--- src/rtl/bit_select_pkg.sv ---
// Shared types for the bit-select path: the scan FSM state encoding.
package bit_select_pkg;

    typedef enum logic [1:0] {
        IDLE,
        SCAN,
        DONE
    } state_t;

endpackage

--- src/rtl/bit_select_chunk.sv ---
// Combinational slice examiner: counts set bits in one chunk and locates the
// rem-th set bit (LSB first) when the chunk holds enough of them.
module bit_select_chunk #(
    parameter  int CHUNK  = 8,
    parameter  int RANK_W = 6,
    localparam int OFF_W  = (CHUNK > 1) ? $clog2(CHUNK) : 1
) (
    input  logic [CHUNK-1:0]  bits,
    input  logic [RANK_W-1:0] rem,
    output logic [RANK_W-1:0] cnt,
    output logic              hit,
    output logic [OFF_W-1:0]  offset
);

    // The running count equals rem exactly once, at the rem-th set bit.
    always_comb begin
        cnt    = '0;
        offset = '0;
        for (int i = 0; i < CHUNK; i++) begin
            if (bits[i]) begin
                cnt = cnt + RANK_W'(1);
                if (cnt == rem) begin
                    offset = OFF_W'(i);
                end
            end
        end
        hit = (rem != '0) && (rem <= cnt);
    end

endmodule

--- src/rtl/bit_select_iter.sv ---
// Iterative select: finds the bit index of the k-th set bit of a word by
// scanning one CHUNK-wide slice per cycle while tracking the remaining rank.
module bit_select_iter
    import bit_select_pkg::*;
#(
    parameter  int WIDTH  = 32,
    parameter  int CHUNK  = 8,
    localparam int IDX_W  = $clog2(WIDTH),
    localparam int RANK_W = IDX_W + 1
) (
    input  logic              clk_i,
    input  logic              rst_n_i,
    input  logic [WIDTH-1:0]  data_i,
    input  logic [RANK_W-1:0] rank_i,
    input  logic              data_val_i,
    output logic              data_ready_o,
    output logic [IDX_W-1:0]  index_o,
    output logic              found_o,
    output logic              data_val_o,
    input  logic              data_ready_i
);

    localparam int NCHUNK = WIDTH / CHUNK;
    localparam int PTR_W  = (NCHUNK > 1) ? $clog2(NCHUNK) : 1;
    localparam int OFF_W  = (CHUNK > 1) ? $clog2(CHUNK) : 1;

    state_t             state;
    logic [WIDTH-1:0]   data_q;
    logic [RANK_W-1:0]  rem_q;
    logic [PTR_W-1:0]   ptr_q;

    logic [CHUNK-1:0]   chunk_bits;
    logic [RANK_W-1:0]  chunk_cnt;
    logic               chunk_hit;
    logic [OFF_W-1:0]   chunk_off;
    logic               last_chunk;

    assign chunk_bits   = data_q[int'(ptr_q)*CHUNK +: CHUNK];
    assign last_chunk   = (ptr_q == PTR_W'(NCHUNK - 1));
    assign data_ready_o = (state == IDLE);

    bit_select_chunk #(
        .CHUNK  (CHUNK),
        .RANK_W (RANK_W)
    ) u_chunk (
        .bits   (chunk_bits),
        .rem    (rem_q),
        .cnt    (chunk_cnt),
        .hit    (chunk_hit),
        .offset (chunk_off)
    );

    // A zero rank resolves on the first scan cycle, giving the same one-cycle
    // latency as a hit in chunk 0. Subtraction only happens on a miss, where
    // rem is known to exceed the chunk count, so rem cannot underflow.
    always_ff @(posedge clk_i or negedge rst_n_i) begin
        if (!rst_n_i) begin
            state      <= IDLE;
            data_q     <= '0;
            rem_q      <= '0;
            ptr_q      <= '0;
            index_o    <= '0;
            found_o    <= 1'b0;
            data_val_o <= 1'b0;
        end else begin
            case (state)
                IDLE: begin
                    if (data_val_i) begin
                        data_q <= data_i;
                        rem_q  <= rank_i;
                        ptr_q  <= '0;
                        state  <= SCAN;
                    end
                end
                SCAN: begin
                    if (rem_q == '0) begin
                        index_o    <= '0;
                        found_o    <= 1'b0;
                        data_val_o <= 1'b1;
                        state      <= DONE;
                    end else if (chunk_hit) begin
                        index_o    <= IDX_W'(int'(ptr_q)*CHUNK + int'(chunk_off));
                        found_o    <= 1'b1;
                        data_val_o <= 1'b1;
                        state      <= DONE;
                    end else if (last_chunk) begin
                        index_o    <= '0;
                        found_o    <= 1'b0;
                        data_val_o <= 1'b1;
                        state      <= DONE;
                    end else begin
                        rem_q <= rem_q - chunk_cnt;
                        ptr_q <= ptr_q + PTR_W'(1);
                    end
                end
                DONE: begin
                    if (data_ready_i) begin
                        data_val_o <= 1'b0;
                        state      <= IDLE;
                    end
                end
                default: state <= IDLE;
            endcase
        end
    end

endmodule
--- config.mk ---
export PLATFORM = sky130hd
export DESIGN_NAME = bit_select_iter
export DESIGN_NICKNAME = d
export VERILOG_FILES = /design/src/rtl/bit_select_pkg.sv /design/src/rtl/bit_select_chunk.sv /design/src/rtl/bit_select_iter.sv
export SDC_FILE = /design/constraint.sdc
export NUM_CORES = 1
export LEC_CHECK = 0
export BUFFER_PORTS_ARGS = -buffer_cell sky130_fd_sc_hd__buf_2
export CAP_MARGIN = 25
export CORE_MARGIN = 4
export CORE_UTILIZATION = 40
export DETAILED_ROUTE_END_ITERATION = 10
export SYNTH_ARGS = -nofsm -noshare
export SYNTH_HDL_FRONTEND = slang
export SYNTH_SLANG_ARGS = --single-unit
export TNS_END_PERCENT = 5
--- constraint.sdc ---
create_clock -name clk_i -period 7.4 [get_ports clk_i]
set_input_delay 0.37 -clock clk_i [delete_from_list [all_inputs] [get_ports clk_i]]
set_output_delay 0.37 -clock clk_i [all_outputs]
set_load 0.05 [all_outputs]
==> results_dict.tcl <==
set metrics [dict create \
    yosysTopAreaCell "dfrtp_1" \
    postCtsSetupRepairBufs 0 \
    crit_path_end_kind "flop" \
    cp_data_required_time_ns 7.61 \
    io_pins 50 \
    vias 3146 \
    grt_overflow 0 \
    cts_tree "built" \
    drtIter0Drc 167 \
    grt_usage 0.1623 \
    synthFlopType "dfrtp_1" \
    finalSetupTns_ns 0 \
    endpoint "ptr_q[0]" \
    max-clock-path-buffers 2 \
    setup_viol 0 \
    port_buffers 49 \
    ant_nets 0 \
    fin_nets 497 \
    crit_slowest_cell "mux4_2" \
    startpoint_type "flop" \
    whs_ns 0.1434 \
    grt_pass1_vias 3188 \
    async_reset_ff_frac 1.000 \
    synth_top_cell_area_share 0.3086 \
    regToRegStartpoint "ptr_q[0]" \
    start_util 0.4084 \
    drt_pass1_iterations 4 \
    worst_pin_slew_ns 0.6903 \
    netlist_instances 393 \
    grt_max_degree 50 \
    syn_nets 454 \
    area_delta_synth_final_pct 10.89 \
    drc_errors 0 \
    post-route-period-util 0.9173 \
    fmaxAchievable_mhz 147.3 \
    hold_buffers 0 \
    hold_viol 0 \
    vias_per_cell 5.519 \
    die-height_um 107.7 \
    hp-class "input port to asynchronous set/reset pin" \
    grt_pass1_wl_um 15390 \
    avgSynthCellArea_um2 10.11 \
    max-cap-violations 0 \
    core-area_um2 9729 \
    die_area_um2 11590 \
    crit_fanout 16 \
    slew_headroom 0.5339 \
    crit_arrival_ns 7.00 \
    wl_per_cell_um 15.81 \
    drive_gt1_frac 0.2677 \
    cts.sinks 49 \
    crit_type "flop to flop" \
    cts_resized 0 \
    cts_htree_levels 2 \
    startpoint "ptr_q[0]" \
    die_w_um 107.7 \
    r2r.worst_path.cells 31 \
    synth_edf_count 0 \
    skew_ns 0.01130 \
    synthesis.area_um2 3974 \
    synth.ff_latch_count 49 \
    status "finished, final reports clean" \
    synth-seq-area-share 0.3086 \
    grt_setup_unrepaired "no" \
    cpMostUsedCell "ha_1" \
    root_buffer "clkbuf_8" \
    clk_pin_slew_worst_paths_ns 0.09 \
    synthTopCellsByArea "dfrtp_1 31%, mux2_2 10%, ha_1 5.7%" \
    insertion_delay_ns 0.30 \
    synthTopCellsByCount "49 x dfrtp_1, 36 x mux2_2, 31 x nand2_1" \
    drt-total-wl_um 9009 \
    diodes 0 \
    min_period_ns 6.788 \
    routabilityCongestion 0.8527 \
    worst-r2r-setup-slack_ns 0.61 \
    ys.warnings.count 0 \
    hpwl_um 6970 \
    cts_buffers 5 \
    r2r-end "ptr_q[0]" \
    yosysMostFrequentCell "dfrtp_1" \
    antenna_found_initial 0 \
    critPathMaxStageDelay_ns 0.58 \
    slew_viol_final 0 \
    synthDistinctLibCells 68 \
    num_rows 36 \
]
cell type report:
| class | instances | area, um^2 |
|---|---|---|
| repair buffers | 55 | 290.3 |
| fillers | 969 | 5323 |
| multi-input cells | 302 | 2554 |
| flip-flops and latches | 49 | 1226 |
| clock buffers | 7 | 76.32 |
| clock inverters | 1 | 7.507 |
| well taps | 133 | 166.4 |
| inverters | 23 | 86.33 |
critical path, delay by kind of cell, from the launching register on:
kind            cells  cell delay (ns)
mux                 2             0.73
simple gates        8             0.84
buf+inv             3             0.52
fa+ha+maj           6             1.87
flops               1             0.42
compound gates      9             1.84
xor+xnor            3             0.48
cell families (layout without fill, tap and decap cells):
family          Yosys count  in the layout  synth area share
other cells               1              1         0.0009437
mux                      61             61            0.1965
xor+xnor                 35             35           0.09666
simple gates            109            109            0.1385
compound gates           77             77            0.1483
buf+inv                  42             86           0.04880
fa+ha+maj                19             19           0.06171
flops                    49             49            0.3086
worst min-delay path by stage:
stage,startpoint,end,cells after the start
2_1_floorplan,rst_n_i,data_q[0],0
3_3_place_gp,data_val_o,data_val_o,2
3_5_place_dp,index_o[4],index_o[4],2
4_1_cts,rst_n_i,rem_q[3],2
5_1_grt,rst_n_i,rem_q[3],2
6_report,rst_n_i,rem_q[3],2
layout by cell type, fill, tap and decap left out, types with 5 or more instances in the layout:
master    netlist  layout
a21oi_1        14      14
buf_2           2      49
buf_4           1       6
clkbuf_8        0       5
dfrtp_1        49      49
ha_1           18      18
inv_1          23      23
mux2_2         36      36
mux2i_1        15      15
mux4_2          9       9
nand2_1        31      31
nand3_1         6       6
nand4_1         6       6
nor2_1         27      27
nor4_1          5       5
o21ai_0        10      10
o221ai_1        5       5
xnor2_1        19      19
xor2_1         10      10
flip-flops by register name, indices dropped and copies added, names as in the netlist:
| name | cells |
|---|---|
| data_q | 32 |
| data_val_o | 1 |
| found_o | 1 |
| index_o | 5 |
| ptr_q | 2 |
| rem_q | 6 |
| state | 2 |
through the flow:
stage | instances | cell area, um^2 | worst slack [ns] | util
3_5_place_dp | 562 | 4323 | 0.6259 | 0.4443
3_3_place_gp | 562 | 4323 | 0.8363 | 0.4443
4_1_cts | 570 | 4407 | 0.6044 | 0.4529
6_report | 570 | 4407 | 0.6123 | 0.4529
5_1_grt | 570 | 4407 | 0.07741 | 0.4529
2_1_floorplan | 393 | 3974 | 0.2144 | -
per-layer routing:
layer	vias up	share of wire	track usage
li1	1534	-	-
met1	1534	0.46	0.2182
met2	74	0.49	0.2789
met3	4	0.044	0.02220
met4	0	0.0059	0.03427
met5	-	0	0
Power is not shown: default switching activity piles up to over one toggle a cycle in this logic, so the estimate is an artifact.
